==> src/rtl/mem_slave_pipe.sv <==
// Parameterised single-port memory slave: byte-strobed writes, RD_LAT-stage read pipe, range error.
// Optional power-up clear sweep enabled by defining MEM_CLEAR_EN.
module mem_slave_pipe #(
    parameter int DW     = 16,
    parameter int AW     = 8,
    parameter int DEPTH  = 256,
    parameter int RD_LAT = 1
) (
    input  logic            clk,
    input  logic            rst_n,
    input  logic            req,
    input  logic            write,
    input  logic [AW-1:0]   address,
    input  logic [DW-1:0]   data_in,
    input  logic [DW/8-1:0] be,
    output logic            ready,
    output logic            rvalid,
    output logic [DW-1:0]   data_out,
    output logic            err
);

    localparam int NB = DW / 8;
    localparam int IW = (DEPTH > 1) ? $clog2(DEPTH) : 1;
    localparam logic [AW:0] DEPTH_W = (AW + 1)'(DEPTH);

    logic              ready_q;
    logic              ready_d;
    logic              clr_we;
    logic [IW-1:0]     clr_idx;

    logic              acc;
    logic              rd_acc;
    logic              wr_acc;
    logic              in_rng;
    logic [IW-1:0]     idx;

    logic [DW-1:0]     mem_q [DEPTH];

    logic [RD_LAT-1:0] v_q;
    logic [RD_LAT-1:0] e_q;
    logic [DW-1:0]     d_q [RD_LAT];
    logic              werr_q;

`ifdef MEM_CLEAR_EN
    typedef enum logic {
        S_INIT,
        S_IDLE
    } state_e;

    localparam logic [AW-1:0] LAST = AW'(DEPTH - 1);

    state_e        state_q;
    state_e        state_d;
    logic [AW-1:0] cnt_q;
    logic [AW-1:0] cnt_d;

    always_ff @(posedge clk or negedge rst_n) begin
        if (!rst_n) begin
            state_q <= S_INIT;
            cnt_q   <= '0;
            ready_q <= 1'b0;
        end else begin
            state_q <= state_d;
            cnt_q   <= cnt_d;
            ready_q <= ready_d;
        end
    end

    // Sweep writes one word per cycle; ready rises with the last clear.
    always_comb begin
        state_d = state_q;
        cnt_d   = cnt_q;
        ready_d = ready_q;
        clr_we  = 1'b0;
        clr_idx = cnt_q[IW-1:0];
        unique case (state_q)
            S_INIT: begin
                clr_we = 1'b1;
                cnt_d  = cnt_q + 1'b1;
                if (cnt_q == LAST) begin
                    state_d = S_IDLE;
                    cnt_d   = '0;
                    ready_d = 1'b1;
                end
            end
            S_IDLE: begin
                ready_d = 1'b1;
            end
            default: begin
                state_d = S_INIT;
                cnt_d   = '0;
                ready_d = 1'b0;
            end
        endcase
    end
`else
    assign ready_d = 1'b1;
    assign clr_we  = 1'b0;
    assign clr_idx = '0;

    always_ff @(posedge clk or negedge rst_n) begin
        if (!rst_n) begin
            ready_q <= 1'b0;
        end else begin
            ready_q <= ready_d;
        end
    end
`endif

    assign acc    = req & ready_q;
    assign rd_acc = acc & ~write;
    assign wr_acc = acc & write;
    assign in_rng = {1'b0, address} < DEPTH_W;
    assign idx    = address[IW-1:0];

    // Storage is deliberately not reset; only the clear sweep zeroes it.
    always_ff @(posedge clk) begin
        if (clr_we) begin
            mem_q[clr_idx] <= '0;
        end else if (wr_acc && in_rng) begin
            for (int b = 0; b < NB; b++) begin
                if (be[b]) begin
                    mem_q[idx][8*b +: 8] <= data_in[8*b +: 8];
                end
            end
        end
    end

    always_ff @(posedge clk or negedge rst_n) begin
        if (!rst_n) begin
            v_q    <= '0;
            e_q    <= '0;
            werr_q <= 1'b0;
            for (int i = 0; i < RD_LAT; i++) begin
                d_q[i] <= '0;
            end
        end else begin
            v_q[0] <= rd_acc;
            e_q[0] <= rd_acc & ~in_rng;
            if (rd_acc) begin
                d_q[0] <= in_rng ? mem_q[idx] : '1;
            end
            // Data only advances with a valid so data_out holds between responses.
            for (int i = 1; i < RD_LAT; i++) begin
                v_q[i] <= v_q[i-1];
                e_q[i] <= e_q[i-1];
                if (v_q[i-1]) begin
                    d_q[i] <= d_q[i-1];
                end
            end
            werr_q <= wr_acc & ~in_rng;
        end
    end

    assign ready    = ready_q;
    assign rvalid   = v_q[RD_LAT-1];
    assign data_out = d_q[RD_LAT-1];
    assign err      = (v_q[RD_LAT-1] & e_q[RD_LAT-1]) | werr_q;

endmodule
==> config.mk <==
export PLATFORM = sky130hd
export DESIGN_NAME = mem_slave_pipe
export DESIGN_NICKNAME = d
export VERILOG_FILES = /design/src/rtl/mem_slave_pipe.sv
export SDC_FILE = /design/constraint.sdc
export NUM_CORES = 2
export LEC_CHECK = 0
export CORE_UTILIZATION = 48
export DETAILED_ROUTE_END_ITERATION = 12
export SETUP_SLACK_MARGIN = 0.15
export SLEW_MARGIN = 40
export SYNTH_ARGS = -nofsm -noshare
export SYNTH_HDL_FRONTEND = slang
export SYNTH_SLANG_ARGS = --single-unit
export TNS_END_PERCENT = 100
==> constraint.sdc <==
create_clock -name clk -period 6.09 [get_ports clk]
set_clock_uncertainty 0.2 [all_clocks]
set_input_delay 1.218 -clock clk [delete_from_list [all_inputs] [get_ports clk]]
set_output_delay 1.218 -clock clk [all_outputs]
set_load 0.02 [all_outputs]
==> results_dict.tcl <==
set metrics [dict create \
    power.leakage_nw 56.9 \
    grt_overflow 0 \
    cts_buffer_depth 4 \
    synth-seq-area-share_pct 77.2 \
    hold_viol_final 0 \
    gp_congestion 0.916 \
    endpoint "data_out[6]$_DFFE_PN0P_" \
    hold_class "primary input to async pin" \
    critical_path_buf_inv_count 3 \
    initial_utilization_pct 48.3 \
    period_minus_slack_ns 4.40 \
    fin_nets 8230 \
    reg2reg_setup_slack_ns 2.35 \
    synthCells 7930 \
    ys.flop_type "edfxtp_1" \
    grt_pass1_vias 81500 \
    stdcell_count 12900 \
    critPathLaunch "address[3]" \
    slew_viol_final 0 \
    final_common_cell "edfxtp_1" \
    power_per_cell_area_nw_per_um2 331 \
    finalSetupTns_ns 0 \
    critPathTopFamily "buffers and inverters" \
    fin_util_pct 54.4 \
    hold_buffers 0 \
    place_hpwl_um 293000 \
    antenna_found_initial 16 \
    cp.arrival_ns 4.99 \
    setup_ws_ns 1.69 \
    yosys.area_share.simple_pct 2.81 \
    crit_chain "buf_8 > buf_4 > buf_4 > mux4_2 > mux2i_1 > o21ai_0 > a211oi_1 > o221ai_1" \
    fp.dieW_um 579 \
    syn_avg_cell_area_um2 20.2 \
    total_power_mw 59.6 \
    cp_common_cell "buf_4" \
    rows 211 \
    ir_drop_mv 0.225 \
    place_area_um2 166000 \
    holdWs_ns 0.217 \
    syn_area_um2 160000 \
    fillers 25000 \
    outcome "complete, no violations" \
    synthMuxAreaShare_pct 14.3 \
    finalSetupViolCount 0 \
    drc 0 \
    clk_root_buffer_cell "clkbuf_16" \
    finish.instance_area_um2 180000 \
    die_h_um 579 \
    die-area_um2 335000 \
    r2r_start "ready$_DFF_PN0_" \
    dr.first_iter.drc_count 12000 \
    slowest_delay_ns 0.75 \
    io_pins 49 \
    crit_path_end_kind "flop" \
    reg2regPathDepth 4 \
    yosys_warnings 0 \
    fmaxAchievable_mhz 227 \
    synth_edf_count 4096 \
    cts_resized 0 \
    post-place-ws_ns 0.824 \
    ys_seq_elements 4114 \
    register_area_um2 123000 \
    dp.cells 12100 \
    path_depth 8 \
    cap_violations 0 \
    postCtsSetupRepairBufs 0 \
    numCtsBuffers 412 \
    synth-async-reset-ratio_pct 0.438 \
    tightest_slew_ns 0.986 \
    vias_per_cell 6.45 \
    synth_compound_gate_area_share_pct 3.68 \
    multiInputGateArea_um2 34000 \
    synth_top_family_by_area "multiplexers" \
    worstSkewPairLatency_ns 0.96 \
    totalWireLength_um 470000 \
    r2r_end "mem_q[67][7]$_DFFE_PP_" \
    num_vias 83300 \
    relSlewSlack_pct 34.3 \
    h-tree-depth 5 \
    rsz0062_at_grt "no" \
    numPortBuffers 47 \
    synth-xor-area-share_pct 0 \
    mostFrequentLayoutCells "edfxtp_1, mux2i_1, mux4_2" \
    cts.sinks 4114 \
    syn2layout_area_growth_pct 12.5 \
    grt_pass1_wl_um 650000 \
    drive_above_1_share_pct 22.0 \
    wl_per_cell_um 36.4 \
    first_pass_iters 8 \
    cp_slowest_cell "a211oi_1" \
    ant_nets 0 \
    period_share_pct 72.2 \
    grt_max_degree 172 \
    critPathMaxFanout 40 \
    cp-start-kind "primary input" \
    cts.clk_slew.worst_paths_ns 0.06 \
    core_area_um2 331000 \
    cts_tree "built" \
    grt_use_total_pct 28.0 \
    synth_nets 7960 \
    path_class "primary input to flop" \
    synth_fa_ha_area_share_pct 0 \
    worstPathRequired_ns 6.68 \
    synth_cell_types 77 \
]
## cell usage after synthesis (all sizes together) (3+ instances only)
| cell type | number | area share (%) |
|---|---|---|
| o21ai | 82 | 0.26 |
| nand3 | 92 | 0.29 |
| nor4 | 33 | 0.13 |
| mux2 | 78 | 0.55 |
| nor2b | 17 | 0.067 |
| buf | 279 | 1.5 |
| a2bb2oi | 5 | 0.027 |
| a31oi | 11 | 0.043 |
| o2111ai | 5 | 0.027 |
| o22ai | 204 | 0.80 |
| clkbuf | 218 | 0.52 |
| a22o | 8 | 0.044 |
| a211o | 6 | 0.033 |
| o221ai | 25 | 0.15 |
| edfxtp | 4096 | 77 |
| nand2 | 190 | 0.45 |
| o311ai | 3 | 0.016 |
| o21a | 6 | 0.028 |
| a21o | 6 | 0.028 |
| and2 | 10 | 0.039 |
| a21oi | 100 | 0.31 |
| a32oi | 12 | 0.066 |
| a211oi | 34 | 0.16 |
| nand2b | 14 | 0.055 |
| nor3 | 22 | 0.069 |
| a221oi | 53 | 0.30 |
| a41oi | 6 | 0.033 |
| and3 | 7 | 0.027 |
| nor2 | 575 | 1.4 |
| nand4 | 50 | 0.20 |
| mux2i | 681 | 4.3 |
| dfrtp | 18 | 0.28 |
| a2111oi | 6 | 0.037 |
| a22oi | 266 | 1.2 |
| mux4 | 670 | 9.5 |
| nand4bb | 3 | 0.021 |
| or2 | 4 | 0.016 |
| nand4b | 8 | 0.044 |
## registers in the layout, summed over array words and instances (netlist names)
name and flops:
ready 1, rvalid 1, mem_q 4096, data_out 16
## layer usage
metal	global-route usage, %	share of wire [%]	wire length [um]
met2	42.4	46	216000
met1	40.5	40	190000
met4	10.5	4.0	18900
met5	0	0.0091	43
met3	5.29	9.7	45400
## cell type report
| class | instances | area share (%) |
|---|---|---|
| timing repair buffer | 354 | 2.05 |
| clock inverter | 241 | 1.31 |
| clock buffer | 514 | 6.08 |
| sequential | 4114 | 68.6 |
| tap | 4366 | 3.04 |
| antenna | 9 | 0.0125 |
| multi-input combinational | 3316 | 18.9 |
| inverter | 2 | 0.00626 |
## power breakdown
part / internal (mW) / switching [mW] / leakage (nW)
Sequential: 31.2 / 0.0832 / 37.0
Combinational: 0.940 / 2.21 / 13.4
Clock: 14.4 / 10.8 / 6.50
## cell families (layout without fill, tap and decap cells)
family,count (synthesis),count (layout)
other,2,11
muxes,1429,1429
buffers and inverters,500,1111
and+or+nand+nor,1036,1036
DFF,4114,4114
AOI/OAI and AO/OA,849,849
## how the worst min path moves through the flow
stage / startpoint / endpoint / slack [ns] / depth (start not counted)
global placement: data_out[15]$_DFFE_PN0P_ / data_out[15]$_DFFE_PN0P_ / 0.44 / 2
CTS: rst_n / rvalid$_DFF_PN0_ / 0.15 / 1
floorplan: data_out[13]$_DFFE_PN0P_ / data_out[13]$_DFFE_PN0P_ / 0.44 / 2
detailed placement: data_out[15]$_DFFE_PN0P_ / data_out[15]$_DFFE_PN0P_ / 0.44 / 2
finish: rst_n / rvalid$_DFF_PN0_ / 0.22 / 1
global route: rst_n / rvalid$_DFF_PN0_ / 0.20 / 1
Power figures use the tool's default switching activity.
